$ cat config.mk
export PLATFORM = sky130hd
export DESIGN_NAME = pipeline_stall_ctrl_flat
export DESIGN_NICKNAME = d
export VERILOG_FILES = /design/src/rtl/pipeline_stall_ctrl_if.sv /design/src/rtl/pipeline_stall_ctrl.sv /design/src/flat_wrapper.sv
export SDC_FILE = /design/constraint.sdc
export NUM_CORES = 1
export LEC_CHECK = 0
export CORE_MARGIN = 2
export CORE_UTILIZATION = 34
export DETAILED_ROUTE_END_ITERATION = 8
export GPL_ROUTABILITY_DRIVEN = 0
export PLACE_DENSITY_LB_ADDON = 0.1
export SLEW_MARGIN = 20
export SYNTH_ARGS = -nofsm -noshare
export SYNTH_HDL_FRONTEND = slang
export SYNTH_SLANG_ARGS = --single-unit
$ cat constraint.sdc
create_clock -name clk -period 2.6 [get_ports clk]
set_input_delay 0.52 -clock clk [delete_from_list [all_inputs] [get_ports clk]]
set_output_delay 0.52 -clock clk [all_outputs]
set_load 0.005 [all_outputs]
$ cat src/rtl/pipeline_stall_ctrl_if.sv
// rtl/pipeline_stall_ctrl_if.sv - hazard/stall request inputs and pipeline control outputs
interface pipeline_stall_ctrl_if #(
  parameter int NREGS = 8
);
  localparam int RW = (NREGS > 1) ? $clog2(NREGS) : 1;

  logic             load_use_stall;
  logic             flush_req;
  logic             multi_start;
  logic [NREGS-1:0] multi_mask;
  logic             pc_en;
  logic             if_id_en;
  logic             if_id_flush;
  logic             id_rr_en;
  logic             id_rr_bubble;
  logic             multi_valid;
  logic [RW-1:0]    multi_reg;
  logic             multi_last;
  logic [31:0]      stall_cycles;
  logic [31:0]      flush_count;

  modport master (
    output load_use_stall, flush_req, multi_start, multi_mask,
    input  pc_en, if_id_en, if_id_flush, id_rr_en, id_rr_bubble,
    input  multi_valid, multi_reg, multi_last, stall_cycles, flush_count
  );

  modport slave (
    input  load_use_stall, flush_req, multi_start, multi_mask,
    output pc_en, if_id_en, if_id_flush, id_rr_en, id_rr_bubble,
    output multi_valid, multi_reg, multi_last, stall_cycles, flush_count
  );
endinterface

$ cat src/rtl/pipeline_stall_ctrl.sv
// rtl/pipeline_stall_ctrl.sv - pipeline enables, bubbles, flush and LM/SM micro-op sequencer
// Optional perf counters built when PIPE_STALL_PERF_EN is defined.
module pipeline_stall_ctrl #(
  parameter int NREGS = 8
) (
  input  logic                  clk,
  input  logic                  rst,
  pipeline_stall_ctrl_if.slave  bus
);
  localparam int RW = (NREGS > 1) ? $clog2(NREGS) : 1;

  typedef enum logic {RUN, MULTI} state_t;

  state_t           state;
  logic [NREGS-1:0] mask_q;
  logic [NREGS-1:0] mask_rest;
  logic [RW-1:0]    low_idx;
  logic             low_found;
  logic             is_last;

  // Lowest set bit is the next register to sequence; clearing it leaves the remainder.
  always_comb begin
    low_idx   = '0;
    low_found = 1'b0;
    for (int i = 0; i < NREGS; i++) begin
      if (mask_q[i] && !low_found) begin
        low_idx   = RW'(i);
        low_found = 1'b1;
      end
    end
    mask_rest = mask_q & (mask_q - NREGS'(1));
    is_last   = low_found && (mask_rest == '0);
  end

  always_comb begin
    bus.pc_en        = 1'b0;
    bus.if_id_en     = 1'b0;
    bus.if_id_flush  = 1'b0;
    bus.id_rr_en     = 1'b0;
    bus.id_rr_bubble = 1'b0;
    bus.multi_valid  = 1'b0;
    bus.multi_reg    = '0;
    bus.multi_last   = 1'b0;
    if (rst) begin
      bus.pc_en = 1'b0;
    end else if (bus.flush_req) begin
      bus.pc_en        = 1'b1;
      bus.if_id_en     = 1'b1;
      bus.if_id_flush  = 1'b1;
      bus.id_rr_en     = 1'b1;
      bus.id_rr_bubble = 1'b1;
    end else if (bus.load_use_stall) begin
      bus.id_rr_en     = 1'b1;
      bus.id_rr_bubble = 1'b1;
    end else if (state == RUN) begin
      if (bus.multi_start && (bus.multi_mask != '0)) begin
        bus.id_rr_en     = 1'b1;
        bus.id_rr_bubble = 1'b1;
      end else begin
        bus.pc_en    = 1'b1;
        bus.if_id_en = 1'b1;
        bus.id_rr_en = 1'b1;
      end
    end else if (!low_found) begin
      // Empty mask in MULTI is unreachable; behave as RUN so the pipe never wedges.
      bus.pc_en    = 1'b1;
      bus.if_id_en = 1'b1;
      bus.id_rr_en = 1'b1;
    end else begin
      bus.multi_valid = 1'b1;
      bus.multi_reg   = low_idx;
      bus.multi_last  = is_last;
      bus.id_rr_en    = 1'b1;
      bus.pc_en       = is_last;
      bus.if_id_en    = is_last;
    end
  end

  always_ff @(posedge clk) begin
    if (rst) begin
      state  <= RUN;
      mask_q <= '0;
    end else if (bus.flush_req) begin
      state  <= RUN;
      mask_q <= '0;
    end else if (!bus.load_use_stall) begin
      case (state)
        RUN: begin
          if (bus.multi_start && (bus.multi_mask != '0)) begin
            mask_q <= bus.multi_mask;
            state  <= MULTI;
          end
        end
        MULTI: begin
          mask_q <= mask_rest;
          if (mask_rest == '0) state <= RUN;
        end
        default: begin
          state  <= RUN;
          mask_q <= '0;
        end
      endcase
    end
  end

`ifdef PIPE_STALL_PERF_EN
  logic [31:0] stall_cnt;
  logic [31:0] flush_cnt;

  always_ff @(posedge clk) begin
    if (rst) begin
      stall_cnt <= '0;
      flush_cnt <= '0;
    end else begin
      if (!bus.pc_en)    stall_cnt <= stall_cnt + 32'd1;
      if (bus.flush_req) flush_cnt <= flush_cnt + 32'd1;
    end
  end

  assign bus.stall_cycles = rst ? 32'd0 : stall_cnt;
  assign bus.flush_count  = rst ? 32'd0 : flush_cnt;
`else
  assign bus.stall_cycles = 32'd0;
  assign bus.flush_count  = 32'd0;
`endif
endmodule

$ cat src/flat_wrapper.sv
// flat-port wrapper written by rule: the top's interface ports become plain ports
module pipeline_stall_ctrl_flat 
#(
  parameter int NREGS = 8
)
  (clk, rst, bus_load_use_stall, bus_flush_req, bus_multi_start, bus_multi_mask, bus_pc_en, bus_if_id_en, bus_if_id_flush, bus_id_rr_en, bus_id_rr_bubble, bus_multi_valid, bus_multi_reg, bus_multi_last, bus_stall_cycles, bus_flush_count);
  pipeline_stall_ctrl_if #(.NREGS(NREGS)) bus_i ();
  input  logic clk;
  input  logic rst;
  input wire logic [$bits(bus_i.load_use_stall)-1:0] bus_load_use_stall;
  input wire logic [$bits(bus_i.flush_req)-1:0] bus_flush_req;
  input wire logic [$bits(bus_i.multi_start)-1:0] bus_multi_start;
  input wire logic [$bits(bus_i.multi_mask)-1:0] bus_multi_mask;
  output wire logic [$bits(bus_i.pc_en)-1:0] bus_pc_en;
  output wire logic [$bits(bus_i.if_id_en)-1:0] bus_if_id_en;
  output wire logic [$bits(bus_i.if_id_flush)-1:0] bus_if_id_flush;
  output wire logic [$bits(bus_i.id_rr_en)-1:0] bus_id_rr_en;
  output wire logic [$bits(bus_i.id_rr_bubble)-1:0] bus_id_rr_bubble;
  output wire logic [$bits(bus_i.multi_valid)-1:0] bus_multi_valid;
  output wire logic [$bits(bus_i.multi_reg)-1:0] bus_multi_reg;
  output wire logic [$bits(bus_i.multi_last)-1:0] bus_multi_last;
  output wire logic [$bits(bus_i.stall_cycles)-1:0] bus_stall_cycles;
  output wire logic [$bits(bus_i.flush_count)-1:0] bus_flush_count;
  assign bus_i.load_use_stall = bus_load_use_stall;
  assign bus_i.flush_req = bus_flush_req;
  assign bus_i.multi_start = bus_multi_start;
  assign bus_i.multi_mask = bus_multi_mask;
  assign bus_pc_en = bus_i.pc_en;
  assign bus_if_id_en = bus_i.if_id_en;
  assign bus_if_id_flush = bus_i.if_id_flush;
  assign bus_id_rr_en = bus_i.id_rr_en;
  assign bus_id_rr_bubble = bus_i.id_rr_bubble;
  assign bus_multi_valid = bus_i.multi_valid;
  assign bus_multi_reg = bus_i.multi_reg;
  assign bus_multi_last = bus_i.multi_last;
  assign bus_stall_cycles = bus_i.stall_cycles;
  assign bus_flush_count = bus_i.flush_count;
  pipeline_stall_ctrl #(.NREGS(NREGS)) u_core (.clk(clk), .rst(rst), .bus(bus_i));
endmodule
Yosys cells after proc, flatten, opt, wreduce, memory -nomap -nowiden --
Index checks and enable logic that the tools add are counted.
Word-level totals: bits in registers 9, input port bits 13, output and inout bits 74, word-level logic and storage cells 75
Cells by class: add/sub/neg operators 1, equal/unequal tests 1, multiplexer cells 48, bitwise gates (word level) 3, reduce and logical (&&, ||, !) cells 20
Operators with widths (count):
- $mux W1 | 34
- $mux W3 | 9
- $pmux W8 S2 | 1
- $logic_and A1 B1 Y1 | 9
- $and A8 B8 Y8 | 1
- $logic_not A8 Y1 | 1
- $mux W8 | 1
- $reduce_bool A8 Y1 | 1
- $sub A8 B1 Y8 const B | 1
- $logic_not A1 Y1 | 7
- $mux W2 | 2
- $ne A2 B2 Y1 const B | 1
- $not A1 Y1 | 2
- $pmux W1 S2 | 1
- $reduce_and A2 Y1 | 1
- $reduce_or A2 Y1 | 1

Longest topological paths before layout --
depth in word-level cells 28, gate-level depth with buffers 7, mapped depth without buffers 4

Least setup slack after synthesis --
No wires, ideal clock.
path kind register to output, start register u_core.mask_q[1], end output port bus_pc_en, arrival 1.765 ns, required time 2.080 ns, slack 0.315 ns, stages on the path, launching flop included 8, path buffers 3, path through dfxtp_1 buf_6 or4_1 buf_6 nor4_4 nor3b_1 a211oi_2 buf_4
Between the ends: longest elaborated chain between the ends 26, elaborated cells between the ends (all ways) 29, those cells by class add/sub: 1; mux: 12; bitwise: 1; reduce/logical: 15
RTL lines:
- start: declaration | line pipeline_stall_ctrl.sv:15 | logic [NREGS-1:0] mask_q;
- start signal: assignment | line pipeline_stall_ctrl.sv:90 | mask_q <= bus.multi_mask;
- start signal: assignment | line pipeline_stall_ctrl.sv:95 | mask_q <= mask_rest;
- $logic_and A1 B1 Y1 | line pipeline_stall_ctrl.sv:26 | if (mask_q[i] && !low_found) begin
- $mux W1 | line pipeline_stall_ctrl.sv:26
- $logic_not A1 Y1 | line pipeline_stall_ctrl.sv:26
- $logic_and A1 B1 Y1 | line pipeline_stall_ctrl.sv:26
- $mux W1 | line pipeline_stall_ctrl.sv:26
- $logic_not A1 Y1 | line pipeline_stall_ctrl.sv:26
- $logic_and A1 B1 Y1 | line pipeline_stall_ctrl.sv:26
- $mux W1 | line pipeline_stall_ctrl.sv:26
- [6 not listed]
- $logic_not A1 Y1 | line pipeline_stall_ctrl.sv:26
- $logic_and A1 B1 Y1 | line pipeline_stall_ctrl.sv:26
- $mux W1 | line pipeline_stall_ctrl.sv:26
- $logic_not A1 Y1 | line pipeline_stall_ctrl.sv:26
- $logic_and A1 B1 Y1 | line pipeline_stall_ctrl.sv:26
- $mux W1 | line pipeline_stall_ctrl.sv:26
- $logic_and A1 B1 Y1 | line pipeline_stall_ctrl.sv:32 | is_last = low_found && (mask_rest == '0);
- $mux W1 * (5 in a row)
- end: declaration | line flat_wrapper.sv:14 | output wire logic [$bits(bus_i.pc_en)-1:0] bus_pc_en;
Every way passes the cells marked *; elsewhere a longest branch is shown, timed or not.

Final worst setup path --
start register u_core.mask_q[2], end output port bus_pc_en
Between the ends: longest elaborated chain between the ends 23, elaborated cells between the ends (all ways) 26, those cells by class add/sub: 1; mux: 11; bitwise: 1; reduce/logical: 13
RTL lines:
- $logic_and A1 B1 Y1 | line pipeline_stall_ctrl.sv:26
- $mux W1 | line pipeline_stall_ctrl.sv:26
- $logic_not A1 Y1 | line pipeline_stall_ctrl.sv:26
- $logic_and A1 B1 Y1 | line pipeline_stall_ctrl.sv:26
- $mux W1 | line pipeline_stall_ctrl.sv:26
- $logic_not A1 Y1 | line pipeline_stall_ctrl.sv:26
- $logic_and A1 B1 Y1 | line pipeline_stall_ctrl.sv:26
- $mux W1 | line pipeline_stall_ctrl.sv:26
- [7 not listed]
- $logic_and A1 B1 Y1 | line pipeline_stall_ctrl.sv:26
- $mux W1 | line pipeline_stall_ctrl.sv:26
- $logic_and A1 B1 Y1 | line pipeline_stall_ctrl.sv:32
- $mux W1 * | line pipeline_stall_ctrl.sv:64 | end else if (!low_found) begin
- $mux W1 * | line pipeline_stall_ctrl.sv:55 | end else if (state == RUN) begin
- $mux W1 * | line pipeline_stall_ctrl.sv:52 | end else if (bus.load_use_stall) begin
- $mux W1 * | line pipeline_stall_ctrl.sv:46 | end else if (bus.flush_req) begin
- $mux W1 * | line pipeline_stall_ctrl.sv:44 | if (rst) begin
Marks and branches as above.

==> impl_results.md <==
* Total negative slack at 0 ps
* Area Overhead vs Synth at 27.9%
* Critical path arrival at 1990 ps
* Setup crit start kind: flop
* First-pass GRT wire length at 3740 um
* Power Density at 269 mW/mm2
* Dpl cells at 232
* #FFs+latches synth at 9
* Number of global-route vias before repair at 864
* R2r endpoint: u_core.mask_q[6]
* Worst R2R Setup Slack at 900 ps
* Final instance count without filler cells at 239
* Post-Route WL at 2470 um
* Chip height at 61.9 um
* Top Ports at 87
* Clk buf depth at 2
* R2r startpoint: u_core.mask_q[2]
* Crit end category: output pin
* Most frequent cells in the layout: conb_1 (64), buf_4 (28), nor2_1 (10), dlymetal6s2s_1 (7), dfxtp_1 (7)
* Tcrit/Tclk final at 96.4%
* Dpl hpwl at 2000 um
* Worst Setup Slack, final at 93.5 ps
* RSZ-0062 raised after global routing: true
* CTS tree: yes
* Routed length per instance at 10.4 um
* DRT iter0 DRCs at 9
* Final Max Tran Viols at 0
* Via density at 4.01
* Port bufs at 22
* Setup crit end: bus_pc_en
* Outcome: complete, no violations
* Slew headroom at 38.1%
* Layout cell share with drive strength beyond 1 at 27.5%
* CTS Buf Count at 3
* Fin Hold WS at 555 ps
* Synth Instances at 145
* Fin nets at 207
* CORE AREA at 0.00328 mm2
* DRT Pass-1 Iters at 4
* Width of the die at 61.9 um
* Cell taking the most area after synthesis: buf_4
* Row count at 21
* Reg area at 183 um2
* Vias at 959
* Area contributors post-synth: buf_4 (43%), dfxtp_1 (16%), a22o_1 (4.6%), nor2_1 (3.6%), buf_6 (3.0%)
* Clock root buffer: clkbuf_4
* Sequential area share after synthesis at 15.8%
* Clk Latency, worst-skew pair at 250 ps
* Number of unique standard cell types used by synthesis at 32
* Pre-CTS WS at -488 ps
* Syn Area/Cell at 7.85 um2
* Worst-path fanout max at 5
* Synth Warn # at 0
* Htree depth at 1
* Most common cell after layout, fill and taps aside: conb_1
* Fin. Hold Viols at 0
* Number of antenna violations at the first check in global routing at 0
* Hold crit path type: flop to flop
* FILL cells at 353
* Max_cap viols at 0
* Grt total ovfl at 0
* Multi-input logic area at 742 um2
* Post-DRT Antenna Nets at 0
* # setup viols final at 0
* Synth Cell Area at 0.00114 mm2
* Initial Util at 34.7%
* LEAKAGE at 0.791 nW
* Hold-fix buffers at CTS at 0
* Fmax at 399 MHz
* ANT cells at 0
* Start point of the critical path: u_core.mask_q[2]
* GRT Resource Usage Total at 13.1%
* Area fraction of the dominant cell type after synthesis at 42.9%
* Clock-pin slew on the worst setup and hold paths at 70 ps
* Worst-margin pin slew at 923 ps
* Skew final at 3.03 ps
* Post-layout min period at 2510 ps
* Worst EP required at 2080 ps
* R2R cell count at 5
* Worst Path Class, Setup: flop to output pin
* DR DRC count at 0
* Die area at 0.00383 mm2
* CTS sink cnt at 9
* Largest net degree at the start of global routing at 10
* Maximum vdd ir drop at 0.000102 V
-- layout make-up --
cell class	instances	area share [%]
inverters	6	1.55
multi-input cells	124	50.9
flip-flops and latches	9	12.5
clock buffers	4	1.80
repair buffers	50	29.2
well taps	46	3.95
-- synth_stat cells --
library cell and n:
nand2_1 2, inv_1 6, dfxtp_1 9, nor4_1 4
o221a_2 2, a211oi_1 2, or4_1 1, nor3b_1 1
buf_4 65, conb_1 1, buf_6 3, or2_2 1
and3_1 2, nand3_1 2, nor2_1 11, o22ai_1 4
nand2b_1 1, a22o_2 1, o31a_1 1, maj3_1 1
o21ai_0 2, a2111oi_0 1, a211oi_2 1, a211o_1 1
nor4_4 1, clkbuf_1 1, nor3_1 5, a21oi_1 3
or3_4 1, a22o_1 6, a2111oi_1 2, a31oi_1 1
-- power by group --
part / leakage [nW] / total (W) / switching [W] / internal, W
logic: 0.702 / 0.000138 / 0.0000750 / 0.0000628
clock network: 0.0150 / 0.000109 / 0.0000494 / 0.0000591
registers: 0.0739 / 0.000145 / 0.00000354 / 0.000141
-- logic make-up (layout without fill, tap and decap cells) --
logic type,count (synthesis),in the layout,synth area share (%)
AO/OA/AOI/OAI,27,27,18.9
adder cells (fa/ha/maj),1,1,0.879
buffers and inverters,75,60,48.1
flip-flops,9,9,15.8
other,1,64,0.329
AND/OR/NAND/NOR,32,32,15.9
-- metal layers --
layer  vias up  share of wire, %  routed length (um)  GRT usage [%]
met5         -                 0                   0              0
met4         0               1.6                  40           3.95
met3         4               8.0                 199           1.86
met2        45                48                1200           23.9
met1       436                42                1040           15.8
li1        474                 -                   -              -
-- flip-flops by register name, indices dropped and copies added, names as in the netlist --
name	flops
u_core.mask_q	8
u_core.state	1
-- metrics by stage --
| stage | util (%) | power [W] | area (um2) |
|---|---|---|---|
| finish | 44.3 | 0.000391 | 1460 |
| CTS | 42.6 | 0.000389 | 1400 |
| global route | 44.3 | 0.000425 | 1460 |
| floorplan | - | 0.000283 | 1380 |
| global placement | 40.0 | 0.000271 | 1320 |
| detailed placement | 40.0 | 0.000272 | 1320 |
-- how the worst min path moves through the flow --
stage / start / end / cells past startpoint / slack [ps]
2_1_floorplan: u_core.mask_q[5] / u_core.mask_q[5] / 1 / 500
3_3_place_gp: u_core.mask_q[5] / u_core.mask_q[5] / 1 / 550
3_5_place_dp: u_core.mask_q[5] / u_core.mask_q[5] / 1 / 550
4_1_cts: u_core.mask_q[5] / u_core.mask_q[5] / 1 / 590
5_1_grt: u_core.mask_q[5] / u_core.mask_q[5] / 1 / 580
6_report: u_core.mask_q[5] / u_core.mask_q[5] / 1 / 560
-- critical path, cell delays in order, from the launching register on --
cell      delay (ps)
dfxtp_2          320
or4_4            600
nor4_4           270
buf_4            170
nor3b_4           40
a211oi_2         200
buf_2            150
-- repair_timing --
item,CTS,global route
pin swaps,6,2
resized for setup,25,23
endpoints found under the hold margin,0,0
setup endpoints to repair,8,6
setup buffers,3,0
gates cloned,0,0
(Power assumes the default switching activity.)
